<file path="src/rtl/tree_8in_rr_grant.sv">
// tree_8in_rr_grant: responder behind the 8-input OR-reduction request trees.
// The block picks one requester with round-robin fairness. It then presents a
// registered one-hot grant to a single consumer over a valid/ready handshake.
module tree_8in_rr_grant #(
  parameter int unsigned PTR_RESET = 0
) (
  input  logic       clk,
  input  logic       rst_n,
  input  logic [7:0] req,
  input  logic       grant_ready,
  output logic [7:0] grant,
  output logic [2:0] grant_idx,
  output logic       grant_valid,
  output logic       req_any
);

  localparam logic [0:0] S_IDLE  = 1'b0;
  localparam logic [0:0] S_GRANT = 1'b1;
  localparam logic [2:0] PTR_INIT = 3'(PTR_RESET);

  // First set bit of v, searching p, p+1, ..., p+7 (mod 8).
  // Walking downward lets the lowest rotation offset overwrite the rest.
  function automatic logic [2:0] f_sel(input logic [7:0] v, input logic [2:0] p);
    logic [2:0] idx;
    logic [2:0] res;
    res = 3'd0;
    for (int k = 7; k >= 0; k--) begin
      idx = p + 3'(k);
      if (v[idx]) begin
        res = idx;
      end
    end
    return res;
  endfunction

  // Binary index to one-hot vector.
  function automatic logic [7:0] f_onehot(input logic [2:0] idx);
    logic [7:0] oh;
    oh = 8'd0;
    oh[idx] = 1'b1;
    return oh;
  endfunction

  logic [0:0] r_state;
  logic [2:0] r_ptr;
  logic [7:0] r_grant;
  logic [2:0] r_grant_idx;
  logic       r_grant_valid;
  logic       r_req_any;

  logic [0:0] w_state_nxt;
  logic [2:0] w_ptr_nxt;
  logic [7:0] w_grant_nxt;
  logic [2:0] w_grant_idx_nxt;
  logic       w_grant_valid_nxt;
  logic       w_req_any;
  logic [2:0] w_base;
  logic [2:0] w_sel_idx;

  // Next-state logic. An accept re-arbitrates from the slot after the served one.
  // That same-cycle re-arbitration makes back-to-back grants bubble-free.
  always_comb begin
    w_req_any         = |req;
    w_state_nxt       = r_state;
    w_ptr_nxt         = r_ptr;
    w_grant_nxt       = r_grant;
    w_grant_idx_nxt   = r_grant_idx;
    w_grant_valid_nxt = r_grant_valid;

    case (r_state)
      S_IDLE:  w_base = r_ptr;
      S_GRANT: w_base = r_grant_idx + 3'd1;
      default: w_base = r_ptr;
    endcase
    w_sel_idx = f_sel(req, w_base);

    case (r_state)
      S_IDLE: begin
        if (w_req_any) begin
          w_state_nxt       = S_GRANT;
          w_grant_nxt       = f_onehot(w_sel_idx);
          w_grant_idx_nxt   = w_sel_idx;
          w_grant_valid_nxt = 1'b1;
        end else begin
          w_state_nxt = S_IDLE;
        end
      end
      S_GRANT: begin
        if (grant_ready) begin
          w_ptr_nxt = r_grant_idx + 3'd1;
          if (w_req_any) begin
            w_state_nxt       = S_GRANT;
            w_grant_nxt       = f_onehot(w_sel_idx);
            w_grant_idx_nxt   = w_sel_idx;
            w_grant_valid_nxt = 1'b1;
          end else begin
            // Drain: grant_idx keeps the last served index.
            w_state_nxt       = S_IDLE;
            w_grant_nxt       = 8'd0;
            w_grant_valid_nxt = 1'b0;
          end
        end else begin
          // Stalled. The grant is held even if the granted request drops.
          w_state_nxt = S_GRANT;
        end
      end
      default: begin
        w_state_nxt       = S_IDLE;
        w_grant_nxt       = 8'd0;
        w_grant_valid_nxt = 1'b0;
      end
    endcase
  end

  // State and output registers; async reset drops any outstanding grant.
  always_ff @(posedge clk or negedge rst_n) begin
    if (!rst_n) begin
      r_state       <= S_IDLE;
      r_ptr         <= PTR_INIT;
      r_grant       <= 8'd0;
      r_grant_idx   <= 3'd0;
      r_grant_valid <= 1'b0;
      r_req_any     <= 1'b0;
    end else begin
      r_state       <= w_state_nxt;
      r_ptr         <= w_ptr_nxt;
      r_grant       <= w_grant_nxt;
      r_grant_idx   <= w_grant_idx_nxt;
      r_grant_valid <= w_grant_valid_nxt;
      r_req_any     <= w_req_any;
    end
  end

  assign grant       = r_grant;
  assign grant_idx   = r_grant_idx;
  assign grant_valid = r_grant_valid;
  assign req_any     = r_req_any;

endmodule

</file>
<file path="config.mk">
export PLATFORM = sky130hd
export DESIGN_NAME = tree_8in_rr_grant
export DESIGN_NICKNAME = d
export VERILOG_FILES = /design/src/rtl/tree_8in_rr_grant.sv
export SDC_FILE = /design/constraint.sdc
export NUM_CORES = 1
export LEC_CHECK = 0
export BUFFER_PORTS_ARGS = -buffer_cell sky130_fd_sc_hd__buf_2
export CAP_MARGIN = 0
export CORE_ASPECT_RATIO = 1.2
export CORE_MARGIN = 5
export CORE_UTILIZATION = 53
export CTS_CLUSTER_SIZE = 16
export DETAILED_ROUTE_END_ITERATION = 8
export GPL_ROUTABILITY_DRIVEN = 1
export GPL_TIMING_DRIVEN = 0
export PLACE_DENSITY_LB_ADDON = 0.2
export SETUP_SLACK_MARGIN = 0.05
export SLEW_MARGIN = 25
export SYNTH_ARGS = -nofsm -noshare
export SYNTH_HDL_FRONTEND = slang
export SYNTH_SLANG_ARGS = --single-unit
</file>
<file path="constraint.sdc">
create_clock -name clk -period 3.9 [get_ports clk]
set_clock_uncertainty 0.2 [all_clocks]
set_input_delay 0.195 -clock clk [delete_from_list [all_inputs] [get_ports clk]]
set_output_delay 0.195 -clock clk [all_outputs]
set_load 0.02 [all_outputs]
</file>
==> summary.txt <==
Status
  – Status: finished clean

Floorplan
  – Die outline width: 65.2 um
  – Rows: 24
  – Die H: 76.2 um
  – Starting Density: 54.2%
  – Die ar.: 4970 um2
  – I/O Pins: 24
  – Core Region: 3570 um2

GRT
  – Global route overflow: 0
  – Gr usage total: 22.7%
  – Initial antenna violation count: 0
  – Largest net degree at the start of global routing: 18
  – Vias in the first global route: 1897
  – First-pass GRT wire length: 9050 um

Routing
  – Post-route ant nets: 0
  – Drt drc: 0
  – Vias/cell: 6.67
  – Drt pass-1 iters: 4
  – Final wirelength: 5550 um
  – Drt wl/cell: approximately 19 um
  – Via count: 1995
  – Initial DRC count: 119

Min path
  – Hold depth: 3
  – Hold WC Path Type: in2reg
  – Worst Hold Path EP: r_state
  – Worst hold path startpoint: req[3]

Logic synthesis
  – FF+latch count, synth: 17
  – FFs w/ async S/R, synth: 100%
  – Post-synth top area share: around 22%
  – YS warnings: 0
  – Number of flops mapped to enable cells by yosys: 0
  – Ys flop type: dfrtp_1
  – Yosys cell types: 65
  – Cell area after synthesis: 1940 um2
  – Post-Syn Nets: between 200 and 250
  – Mapped Cells: 235
  – Syn avg cell area: 8.24 um2
  – Cell taking the most area after synthesis: dfrtp_1
  – Top cells by area, synth: dfrtp_1 (22%), mux2i_1 (9.8%), nand2_1 (5.4%)
  – Sequential share of the synthesized area: between 20% and 30%

Clock network
  – H-tree depth: 1
  – Clk sinks: 17
  – Clock-pin slew on the worst setup and hold paths: 0.06 ns
  – Clock Root Buffer: clkbuf_8
  – Skew-Pair Late Insertion Delay: between 0.2 and 0.3 ns
  – CTS Buffer Depth: 2
  – CTS Buf Count: 3
  – CTS tree: done

Place
  – IO buf count: 18
  – Pre-CTS setup slack: -0.400 ns
  – Placed cells: 292
  – Placed Area: 2080 um2
  – HPWL after DPL: 4200 um
  – GPL Wtd Cong: around 0.93

Setup path
  – Max stage delay cell, worst path: dfrtp_2
  – CP endpoint kind: flop
  – Max FO, Critical Path: 10
  – Crit path required time: 3.85 ns
  – Crit path cell chain: or2_1, buf_4, nand2_8, inv_2, clkbuf_4, ha_4, mux2i_1, nand3_1, nand4_1, a21bo_2, nor4_2, nor3_1, a221o_1, o31ai_1
  – R2R Setup Slk: 0.24 ns
  – Worst R2R Start: r_state
  – CP peak stage delay: 0.45 ns
  – R2R cell count: 14
  – Critical Path Start Type: flop
  – Arrival time at the worst endpoint: 3.60 ns
  – Kind of critical path: reg2reg
  – FF-to-FF End: grant[0]

Finish
  – Cell area after layout: 2210 um2
  – Diodes inserted: 0
  – Fin nets: 274
  – Layout cells sized above 1: 27.3%
  – Filler cells: roughly 330
  – Final core utilization: 61.8%
  – Final non-filler cell total: 299
  – Area grow syn2layout: 14.1%

STA
  – Slew Viols, Final: 0
  – Final min period: 3.66 ns
  – Final period util: between 90% and 100%
  – RSZ-0062 raised after global routing: no
  – Slew of the pin with the lowest slew margin: 0.538 ns
  – Final hold violation count: 0
  – Rel. slew slack: 63.9%
  – Worst setup margin: between 0.2 and 0.25 ns
  – Max Fclk: 273 MHz
  – # setup viols final: 0

Job
  – # Max-Cap Violations: 0
layer usage:
metal / part of all wire (%) / track usage [%]
met4: 4.3 / 11.2
met3: 6.1 / 2.65
met2: 48 / 36.5
met1: 42 / 29.8
met5: 0 / 0
cells in the mapped netlist (all sizes together), types with 2 or more instances:
cell     count
a31oi        2
o22ai        4
mux2         7
nor4         4
a21oi        7
mux2i       20
dfrtp       17
nand3       15
ha           2
and2         4
xnor2        2
o2111ai      4
o211ai       4
mux4         2
nor3         5
a211oi       2
o31ai       10
or2          4
a21o         2
nand4        4
or3          2
buf          9
nor2        13
o21ai       16
clkbuf       7
o22a         2
a22o         4
inv          6
nand2b       5
nand2       31
area by class of cell:
cell class / count / area (um2) / area share (%)
multi-input cells: 196 / 1470 / 66.3
flip-flops and latches: 17 / 428 / 19.4
repair buffers: 22 / 123 / 5.55
plain buffers: 15 / 75.1 / 3.40
well taps: 39 / 48.8 / 2.21
clock buffers: 4 / 45.0 / 2.04
inverters: 6 / 25.0 / 1.13
layout by cell type, fill, tap and decap left out, types with 4 or more instances in the layout:
cell type / Yosys / routed
nand2_1: 28 / 28
mux2_2: 6 / 6
a22o_1: 4 / 4
mux2i_1: 19 / 17
o21ai_0: 13 / 13
dfrtp_1: 17 / 15
nand3_1: 15 / 15
o2111ai_1: 4 / 4
a21oi_1: 7 / 7
nor3_1: 5 / 5
o31ai_1: 10 / 9
buf_2: 6 / 23
nor2_1: 13 / 13
o211ai_1: 4 / 4
buf_4: 2 / 5
nand2b_1: 4 / 4
clkbuf_1: 6 / 6
cell families after synthesis:
logic type	after synthesis	synth area share, %
compound gates	72	27.9
xor+xnor	4	2.52
fa+ha+maj	2	1.29
buf+inv	22	5.23
flops	17	22.0
mux	29	17.6
simple gates	89	23.5
timing repair:
item / 4_1_cts / 5_1_grt
buffers inserted: 1 / 2
setup endpoints to repair: 11 / 10
hold endpoints to repair: 17 / 0
hold buffers: 1 / 0
resized for setup: 2 / 11
pin swaps: 0 / 1
sequential cells by signal (all words and copies together) (netlist names):
register	flops
grant	8
grant_idx	3
r_ptr	3
grant_valid	1
r_state	1
req_any	1
worst max path at each step:
stage            startpoint       end  slack, ns
6_report            r_state  grant[0]       0.24
3_5_place_dp   grant_idx[0]  grant[0]      -0.40
5_1_grt        grant_idx[0]  grant[0]       0.08
3_3_place_gp   grant_idx[0]  grant[7]      -0.36
4_1_cts        grant_idx[0]  grant[0]       0.12
2_1_floorplan  grant_idx[0]  grant[6]       0.05
worst max-delay path, delay by kind of cell (launching register included):
kind                       cells  cell delay, ns
muxes                          1            0.19
adders and majority gates      1            0.35
AOI/OAI and AO/OA              3            0.90
DFF                            1            0.45
buffers and inverters          3            0.47
and+or+nand+nor                6            0.98
through the flow:
stage | setup TNS, ns | hold WS [ns]
after floorplan | 0 | -0.301
after global placement | -3.45 | -0.0693
after detailed placement | -3.83 | -0.0680
after CTS | 0 | 0.0140
after global routing | 0 | 0.0245
final | 0 | 0.0164
Power is not shown: default switching activity piles up to over one toggle a cycle in this logic, so the estimate is an artifact.
